==> src/rtl/i2c_arbiter.sv <==
// i2c_arbiter: round-robin arbiter and sequencer sharing one i2c master
// between NUM_REQ requesters. The granted requester's payload is latched,
// launched with m_start, tracked through the master's m_ready handshake, and
// answered with a one-cycle done pulse plus rsp_data/rsp_ack/rsp_err.
// Optional watchdog: define I2C_ARB_TIMEOUT_EN.
//
// Handshake with the master: m_start is held high with stable m_* until the
// master drops m_ready (transfer accepted). The transfer is finished when
// m_ready returns high; only then are the master's result inputs sampled.
// The master's reset is expected to be driven as ~rst_n by the parent.
module i2c_arbiter #(
    parameter int          NUM_REQ        = 4,
    parameter logic [15:0] TIMEOUT_CYCLES = 16'd4096
) (
    input  logic                    clk,
    input  logic                    rst_n,
    input  logic [NUM_REQ-1:0]      req,
    input  logic [7*NUM_REQ-1:0]    req_addr,
    input  logic [16*NUM_REQ-1:0]   req_data,
    input  logic [NUM_REQ-1:0]      req_rw,
    input  logic [NUM_REQ-1:0]      req_two_bytes,
    output logic [NUM_REQ-1:0]      grant,
    output logic [NUM_REQ-1:0]      done,
    output logic [15:0]             rsp_data,
    output logic                    rsp_ack,
    output logic                    rsp_err,
    output logic                    busy,
    output logic                    m_start,
    output logic                    m_rw,
    output logic                    m_two_bytes,
    output logic [6:0]              m_addr,
    output logic [15:0]             m_data,
    input  logic                    m_ready,
    input  logic                    m_got_ack,
    input  logic [15:0]             m_read_data,
    output logic [1:0]              dbg_state
);

    localparam int PW = (NUM_REQ > 1) ? $clog2(NUM_REQ) : 1;

    typedef enum logic [1:0] {
        IDLE  = 2'd0,
        ISSUE = 2'd1,
`ifdef I2C_ARB_TIMEOUT_EN
        BUSY  = 2'd2,
        DRAIN = 2'd3
`else
        BUSY  = 2'd2
`endif
    } state_t;

    state_t               state_q, state_d;
    logic [PW-1:0]        ptr_q, ptr_d;
    logic [PW-1:0]        owner_q, owner_d;
    logic [NUM_REQ-1:0]   grant_q, grant_d;
    logic [NUM_REQ-1:0]   done_q, done_d;
    logic                 m_start_q, m_start_d;
    logic [6:0]           m_addr_q, m_addr_d;
    logic [15:0]          m_data_q, m_data_d;
    logic                 m_rw_q, m_rw_d;
    logic                 m_two_q, m_two_d;
    logic [15:0]          rsp_data_q, rsp_data_d;
    logic                 rsp_ack_q, rsp_ack_d;
    logic                 rsp_err_q, rsp_err_d;
    logic                 busy_q, busy_d;

    logic                 pick_found;
    logic [PW-1:0]        pick_idx;
    logic [NUM_REQ-1:0]   pick_onehot;
    logic [6:0]           sel_addr;
    logic [15:0]          sel_data;
    logic                 sel_rw;
    logic                 sel_two;

`ifdef I2C_ARB_TIMEOUT_EN
    logic [15:0]          wd_q, wd_d;
    logic                 wd_expired;
    logic                 do_abort;
    assign wd_expired = (wd_q == (TIMEOUT_CYCLES - 16'd1));
`else
    logic                 unused_timeout_cfg;
    assign unused_timeout_cfg = ^TIMEOUT_CYCLES;
`endif

    // (base + off) modulo NUM_REQ, for the rotating scan and pointer advance
    function automatic logic [PW-1:0] wrap_add(input logic [PW-1:0] base, input int off);
        int s;
        s = int'(base) + off;
        if (s >= NUM_REQ) s = s - NUM_REQ;
        return PW'(s);
    endfunction

    // Pick the first requester at or above ptr (with wrap) and mux its payload
    always_comb begin
        pick_found  = 1'b0;
        pick_idx    = '0;
        pick_onehot = '0;
        sel_addr    = '0;
        sel_data    = '0;
        sel_rw      = 1'b0;
        sel_two     = 1'b0;
        // Descending scan so the smallest offset from ptr is written last
        for (int k = NUM_REQ - 1; k >= 0; k--) begin
            if (req[wrap_add(ptr_q, k)]) begin
                pick_found = 1'b1;
                pick_idx   = wrap_add(ptr_q, k);
            end
        end
        for (int i = 0; i < NUM_REQ; i++) begin
            if (pick_idx == PW'(i)) begin
                pick_onehot[i] = 1'b1;
                sel_addr       = req_addr[7*i +: 7];
                sel_data       = req_data[16*i +: 16];
                sel_rw         = req_rw[i];
                sel_two        = req_two_bytes[i];
            end
        end
    end

    // Next-state and next-output logic; every output is a register
    always_comb begin
        state_d    = state_q;
        ptr_d      = ptr_q;
        owner_d    = owner_q;
        grant_d    = grant_q;
        done_d     = '0;
        m_start_d  = m_start_q;
        m_addr_d   = m_addr_q;
        m_data_d   = m_data_q;
        m_rw_d     = m_rw_q;
        m_two_d    = m_two_q;
        rsp_data_d = rsp_data_q;
        rsp_ack_d  = rsp_ack_q;
        rsp_err_d  = rsp_err_q;
`ifdef I2C_ARB_TIMEOUT_EN
        wd_d       = wd_q;
        do_abort   = 1'b0;
`endif
        case (state_q)
            IDLE: begin
                if (m_ready && pick_found) begin
                    owner_d   = pick_idx;
                    grant_d   = pick_onehot;
                    m_start_d = 1'b1;
                    m_addr_d  = sel_addr;
                    m_data_d  = sel_data;
                    m_rw_d    = sel_rw;
                    m_two_d   = sel_two;
                    state_d   = ISSUE;
`ifdef I2C_ARB_TIMEOUT_EN
                    wd_d      = '0;
`endif
                end
            end
            ISSUE: begin
`ifdef I2C_ARB_TIMEOUT_EN
                wd_d = wd_q + 16'd1;
`endif
                if (!m_ready) begin
                    m_start_d = 1'b0;
                    state_d   = BUSY;
                end
`ifdef I2C_ARB_TIMEOUT_EN
                else if (wd_expired) begin
                    do_abort = 1'b1;
                end
`endif
            end
            BUSY: begin
`ifdef I2C_ARB_TIMEOUT_EN
                wd_d = wd_q + 16'd1;
`endif
                if (m_ready) begin
                    rsp_data_d = m_rw_q ? m_read_data : 16'd0;
                    rsp_ack_d  = m_got_ack;
                    rsp_err_d  = 1'b0;
                    done_d     = grant_q;
                    grant_d    = '0;
                    ptr_d      = wrap_add(owner_q, 1);
                    state_d    = IDLE;
                end
`ifdef I2C_ARB_TIMEOUT_EN
                else if (wd_expired) begin
                    do_abort = 1'b1;
                end
`endif
            end
`ifdef I2C_ARB_TIMEOUT_EN
            DRAIN: begin
                // Master is still mid-transfer; wait for it before arbitrating
                if (m_ready) state_d = IDLE;
            end
`endif
            default: state_d = IDLE;
        endcase
`ifdef I2C_ARB_TIMEOUT_EN
        if (do_abort) begin
            done_d     = grant_q;
            rsp_err_d  = 1'b1;
            rsp_ack_d  = 1'b0;
            rsp_data_d = 16'd0;
            grant_d    = '0;
            m_start_d  = 1'b0;
            ptr_d      = wrap_add(owner_q, 1);
            state_d    = DRAIN;
        end
`endif
        busy_d = (state_d != IDLE);
    end

    // State and output registers, cleared asynchronously
    always_ff @(posedge clk or negedge rst_n) begin
        if (!rst_n) begin
            state_q    <= IDLE;
            ptr_q      <= '0;
            owner_q    <= '0;
            grant_q    <= '0;
            done_q     <= '0;
            m_start_q  <= 1'b0;
            m_addr_q   <= '0;
            m_data_q   <= '0;
            m_rw_q     <= 1'b0;
            m_two_q    <= 1'b0;
            rsp_data_q <= '0;
            rsp_ack_q  <= 1'b0;
            rsp_err_q  <= 1'b0;
            busy_q     <= 1'b0;
`ifdef I2C_ARB_TIMEOUT_EN
            wd_q       <= '0;
`endif
        end else begin
            state_q    <= state_d;
            ptr_q      <= ptr_d;
            owner_q    <= owner_d;
            grant_q    <= grant_d;
            done_q     <= done_d;
            m_start_q  <= m_start_d;
            m_addr_q   <= m_addr_d;
            m_data_q   <= m_data_d;
            m_rw_q     <= m_rw_d;
            m_two_q    <= m_two_d;
            rsp_data_q <= rsp_data_d;
            rsp_ack_q  <= rsp_ack_d;
            rsp_err_q  <= rsp_err_d;
            busy_q     <= busy_d;
`ifdef I2C_ARB_TIMEOUT_EN
            wd_q       <= wd_d;
`endif
        end
    end

    assign grant       = grant_q;
    assign done        = done_q;
    assign m_start     = m_start_q;
    assign m_addr      = m_addr_q;
    assign m_data      = m_data_q;
    assign m_rw        = m_rw_q;
    assign m_two_bytes = m_two_q;
    assign rsp_data    = rsp_data_q;
    assign rsp_ack     = rsp_ack_q;
    assign rsp_err     = rsp_err_q;
    assign busy        = busy_q;
    assign dbg_state   = state_q;

endmodule

==> config.mk <==
export PLATFORM = sky130hd
export DESIGN_NAME = i2c_arbiter
export DESIGN_NICKNAME = d
export VERILOG_FILES = /design/src/rtl/i2c_arbiter.sv
export SDC_FILE = /design/constraint.sdc
export NUM_CORES = 1
export LEC_CHECK = 0
export ABC_AREA = 1
export CAP_MARGIN = 20
export CORE_MARGIN = 2
export CORE_UTILIZATION = 35
export DETAILED_ROUTE_END_ITERATION = 7
export PLACE_DENSITY = 0.84
export SYNTH_ARGS = -nofsm -noshare
export SYNTH_HDL_FRONTEND = slang
export SYNTH_SLANG_ARGS = --single-unit
==> constraint.sdc <==
create_clock -name clk -period 2.03 [get_ports clk]
set_clock_uncertainty 0.2 [all_clocks]
set_input_delay 0.406 -clock clk [delete_from_list [all_inputs] [get_ports clk]]
set_output_delay 0.406 -clock clk [all_outputs]
set_load 0.01 [all_outputs]
==> Yosys cells after proc, flatten, opt, wreduce, memory -nomap -nowiden <==
Cells that the tools add are included.
W data, S select, Z words.
{ "word_totals": {"output_inout_bits": 55, "regBits": 58, "inputBits": 124, "wordCells": 103} }
{ "op_classes": {"addsub": 9, "n_eq_ne": 8, "n_reduce_logical": 10, "n_lt_le_gt_ge": 9, "n_mux": 54} }
{ "op_table": {"columns": ["cell", "n"], "rows": [
  ["$mux W16", 5],
  ["$mux W7", 4],
  ["$mux W2", 12],
  ["$mux W1", 22],
  ["$mux W4", 4],
  ["$ge A3 B3 Y1 const B", 4],
  ["$lt A2 B3 Y1 const B", 4],
  ["$sub A2 B1 Y2 const B", 5],
  ["$bmux W1 S2", 4],
  ["$pmux W4 S2", 1],
  ["$add A2 B1 Y3 const B", 2],
  ["$add A2 B2 Y3 const B", 2],
  ["$eq A2 B2 Y1 const B", 3],
  ["$ne A2 B2 Y1 const B", 3],
  ["$pmux W2 S3", 1],
  ["$reduce_and A3 Y1", 2],
  ["$reduce_bool A2 Y1", 3],
  ["$eq A2 B1 Y1 const B", 2],
  ["$logic_not A2 Y1", 2],
  ["$reduce_and A2 Y1", 2],
  ["$ge A2 B3 Y1 const B", 1],
  ["$pmux W1 S2", 1],
  ["$logic_and A1 B1 Y1", 1]
]} }

==> Depth between registers and ports, before layout <==
{ "logic_depth": {"depth_word": 14, "depth_mapped": 16} }

==> Worst setup path after synthesis <==
No wires, ideal clock.
{ "synth_path": {"kind": "reg-to-reg", "from": "register ptr_q[0]", "to": "register m_data_q[3], in the netlist m_data[3]", "synth_period_minus_slack_ns": 1.935, "path_stages_with_launch": 17, "setup_slack_ns": 0.095, "arrival_ns": 1.619, "n_path_buf": 2, "path_cell_list": "dfrtp_1 > buf_6 > inv_4 > nand2_1 > nand2_1 > nand2_2 > nand2_2 > nor2_4 > nor2_2 > nand2_4 > nand2_8 > nand2_8 > buf_6 > o21ai_0 > inv_1 > nand2_1 > nand2_1"} }
{ "synth_between": {"elab_chain_len": 14} }
{ "synth_lines": {"columns": ["item", "line_no", "text"], "rows": [
  ["start, declared", "53", "logic [PW-1:0] ptr_q, ptr_d;"],
  ["start signal, assigned", "233", "ptr_q <= ptr_d;"],
  ["$add A2 B2 Y3", "88", "s = int'(base) + off;"],
  ["$ge A3 B3 Y1 / $sub A2 B1 Y2 (equally long branches)", "89", "if (s >= NUM_REQ) s = s - NUM_REQ;"],
  ["$mux W2", "89", null],
  ["$bmux W1 S2", "104", "if (req[wrap_add(ptr_q, k)]) begin"],
  ["$mux W1 (implied by the code)", "104", null],
  ["$mux W2 (4 in series)", "104", null],
  ["$logic_not A2 Y1", "110", "if (pick_idx == PW'(i)) begin"],
  ["$mux W16 (4 in series)", "110", null],
  ["end signal, assigned", "239", "m_data_q <= m_data_d;"],
  ["end, declared", "59", "logic [15:0] m_data_q, m_data_d;"]
]} }
Several ways; a longest one is shown, not always the timed one. The select of a mux whose other input is x is not followed.
A chain may end at the register's enable or synchronous reset.

==> Final worst setup path <==
{ "layout_path": {"from": "register ptr_q[0]", "to": "register m_addr_q[3], in the netlist m_addr[3]"} }
{ "layout_between": {"elab_chain_len": 14} }
{ "layout_lines": {"columns": ["item", "line_no", "text"], "rows": [
  ["$add A2 B2 Y3", "88", null],
  ["$ge A3 B3 Y1 / $sub A2 B1 Y2 (equally long branches)", "89", null],
  ["$mux W2", "89", null],
  ["$bmux W1 S2", "104", null],
  ["$mux W1 (implied by the code)", "104", null],
  ["$mux W2 (4 in series)", "104", null],
  ["$logic_not A2 Y1", "110", null],
  ["$mux W7 (4 in series)", "110", null],
  ["end signal, assigned", "238", "m_addr_q <= m_addr_d;"],
  ["end, declared", "58", "logic [6:0] m_addr_q, m_addr_d;"]
]} }
Several ways; a longest one is shown, not always the timed one. The select of a mux whose other input is x is not followed.

==> flow_summary.ini <==
[floorplan]
initial_utilization = 0.356
die_height_um = 103
rows = 36
die_area_um2 = 10600
die_x_um = 103
ios = 179
core_area_um2 = 9640

[synth]
ys_warn_count = 0
syn_avg_cell_area_um2 = 7.15
synth_top_area_share = 0.424
synth_area_leaders = dfrtp_1, nand2_1, nand3_1, inv_1, o21ai_1
yosys.area.top_type = dfrtp_1
synthesis.area_um2 = 3430
ys.flop_type = dfrtp_1
syn_nets = 603
synth_cells = 479
synth-edff-count = 0
synth-seq-cells = 58
ys_types = 29
synthArstFlopShare = 1.00
ys_seq_area_frac = 0.424

[clocking]
cts-htree-levels = 3
clock_path_buffers = 2
cts_tree = done
cts_sinks = 58
clk_latency_ps = 330
clkSlewWorstSetupHoldPaths_ps = 70
cts_inserted_buffers = 9
cts_root_buffer = clkbuf_8

[timing]
fin_crit_sh = 1.06
slew_viol_final = 0
final-setup-viol-count = 29
setup_tns_ps = -2150
hold_ws_ps = 280
rsz0062_at_grt = yes
hold_violations = 0
layout_setup_ws_ps = -122
fmax_ghz = 0.465
min_period_ps = 2150

[power_and_ir_drop]
irDropWorstVdd_mv = 0.889
powerDensity_nw_per_um2 = 1720
leakage_uw = 0.00291

[worst_setup_path]
end_kind = flip-flop
reg2reg_slack_ps = -120
r2r_cells = 14
cp_max_fo = 8
timing.rr.end = m_addr[3]
startpoint = ptr_q[0]
regToRegStartpoint = ptr_q[0]
worst-endpoint-arrival_ps = 2180
cp.required_ps = 2060
endpoint = m_addr[3]
path_class = flip-flop to flip-flop
start_kind = flip-flop

[finish]
area_delta_synth_final_pct = 76.0
antenna_cells = 0
drive_above_1_share = 0.184
nets = 802

[routing]
routed_wl_um = 12400
dr_wl_met3_um = 960
wl_met1_um = 4990
vias = 4061
routed.top_layer = met4
drt-vias-per-instance = 4.98
ant_nets = 0
routed-wl-met2_um = 6150
drt_iter0_markers = 207
dr.pass1.iters = 5
drc = 0
wl_per_cell_um = 15.2

[status]
violations = setup timing
status = finished, violations left

[hold_path]
hold_class = flip-flop to flip-flop

[grt]
grt_max_degree = 59
grt_pass1_vias = 3856
grt_use_total = 0.216
grt-ovfl-total = 0
antenna_found_initial = 0
grt_first_pass_wirelength_um = 17900

[place]
port_buffers = 177
gp_congestion = 0.942
post-place-ws_ps = -478
place_hpwl_um = 8850

[flow_run]
cap_violations = 0
==> area by class of cell <==
| class | instances | area, um2 |
|---|---|---|
| Tap cell | 133 | 166 |
| Sequential cell | 58 | 1450 |
| Clock buffer | 10 | 138 |
| Inverter | 50 | 195 |
| Fill cell | 823 | 3610 |
| Timing Repair Buffer | 217 | 2220 |
| Multi-Input combinational cell | 342 | 1800 |
| Clock inverter | 6 | 66.3 |
==> repair_timing <==
action                     in CTS  in global routing
setup endpoints to repair      30                 31
gates cloned                    2                  2
gates resized for setup        23                 52
hold endpoints to repair       58                  0
buffers inserted                4                  1
hold buffers                    1                  0
pin swaps                       0                  7
==> worst min path at each step <==
stage,startpoint,endpoint,slack (ps),cells past startpoint
6_report,m_data[9],m_data[9],280,2
3_5_place_dp,rst_n,m_addr[2],240,2
4_1_cts,m_data[2],m_data[2],280,2
5_1_grt,rsp_ack,rsp_ack,300,2
2_1_floorplan,rst_n,busy,-90,0
3_3_place_gp,rst_n,m_addr[2],230,2
==> synthesized netlist by cell type, drive strengths merged, types with 3 or more instances <==
library cell,count
nor3,4
nor2,24
inv,50
buf,22
dfrtp,58
a21oi,5
nand2,170
clkbuf,9
o22ai,3
nand3,65
nand4,19
o21ai,46
==> where the power goes <==
part | switching (uW) | internal, uW
Clock | 483 | 599
Combinational | 4030 | 3330
Sequential | 297 | 1650
Total | 4810 | 5580
==> metal layers <==
| metal | up-vias | global-route usage |
|---|---|---|
| li1 | 1939 | - |
| met4 | 0 | 0.0800 |
| met2 | 175 | 0.371 |
| met3 | 25 | 0.0522 |
| met5 | - | 0 |
| met1 | 1922 | 0.264 |
==> worst max-delay path, cell delays in order, from the launching register on <==
cell and delay, ps:
dfrtp_2 470, inv_4 90, nand2_2 70, nand2_2 80, nand2_2 110, nand2_2 70
nor2_4 170, nor2_4 50, nand2_4 130, nand2_8 110, buf_6 160, nor3_1 140
nor2_1 70, nand2_1 70, nand2_1 50
==> registers in the layout (all words and copies together), names as in the netlist <==
signal	cells
grant	4
rsp_ack	1
dbg_state	2
rsp_data	16
m_addr	7
m_rw	1
m_data	16
busy	1
owner_q	2
m_two_bytes	1
m_start	1
ptr_q	2
done	4
==> stage by stage <==
stage                     utilization  std cells  power [uW]  cell area [um2]
after floorplan                     -        479        5640             3430
after global placement          0.566        790        7880             5460
after detailed placement        0.566        790        8090             5460
after CTS                       0.604        813        9720             5820
after global routing            0.626        816       11200             6030
final                           0.626        816       10400             6030
==> cells by family after synthesis <==
group | Yosys count | share of synthesized area
other cells | 1 | 0.00109
buf+inv | 81 | 0.111
compound gates | 55 | 0.0895
simple gates | 284 | 0.375
flops | 58 | 0.424
==> layout by cell type (no fill, tap or decap), drive strengths merged, types with 3 or more instances in the layout <==
cell	count
nand3	65
o21ai	46
nand2	172
clkdlybuf4s50	173
dfrtp	58
buf	39
clkinvlp	3
dlymetal6s2s	3
clkbuf	11
nor2	24
nor3	4
nand4	19
inv	50
o22ai	3
a21oi	5
Power figures use the tool's default switching activity.
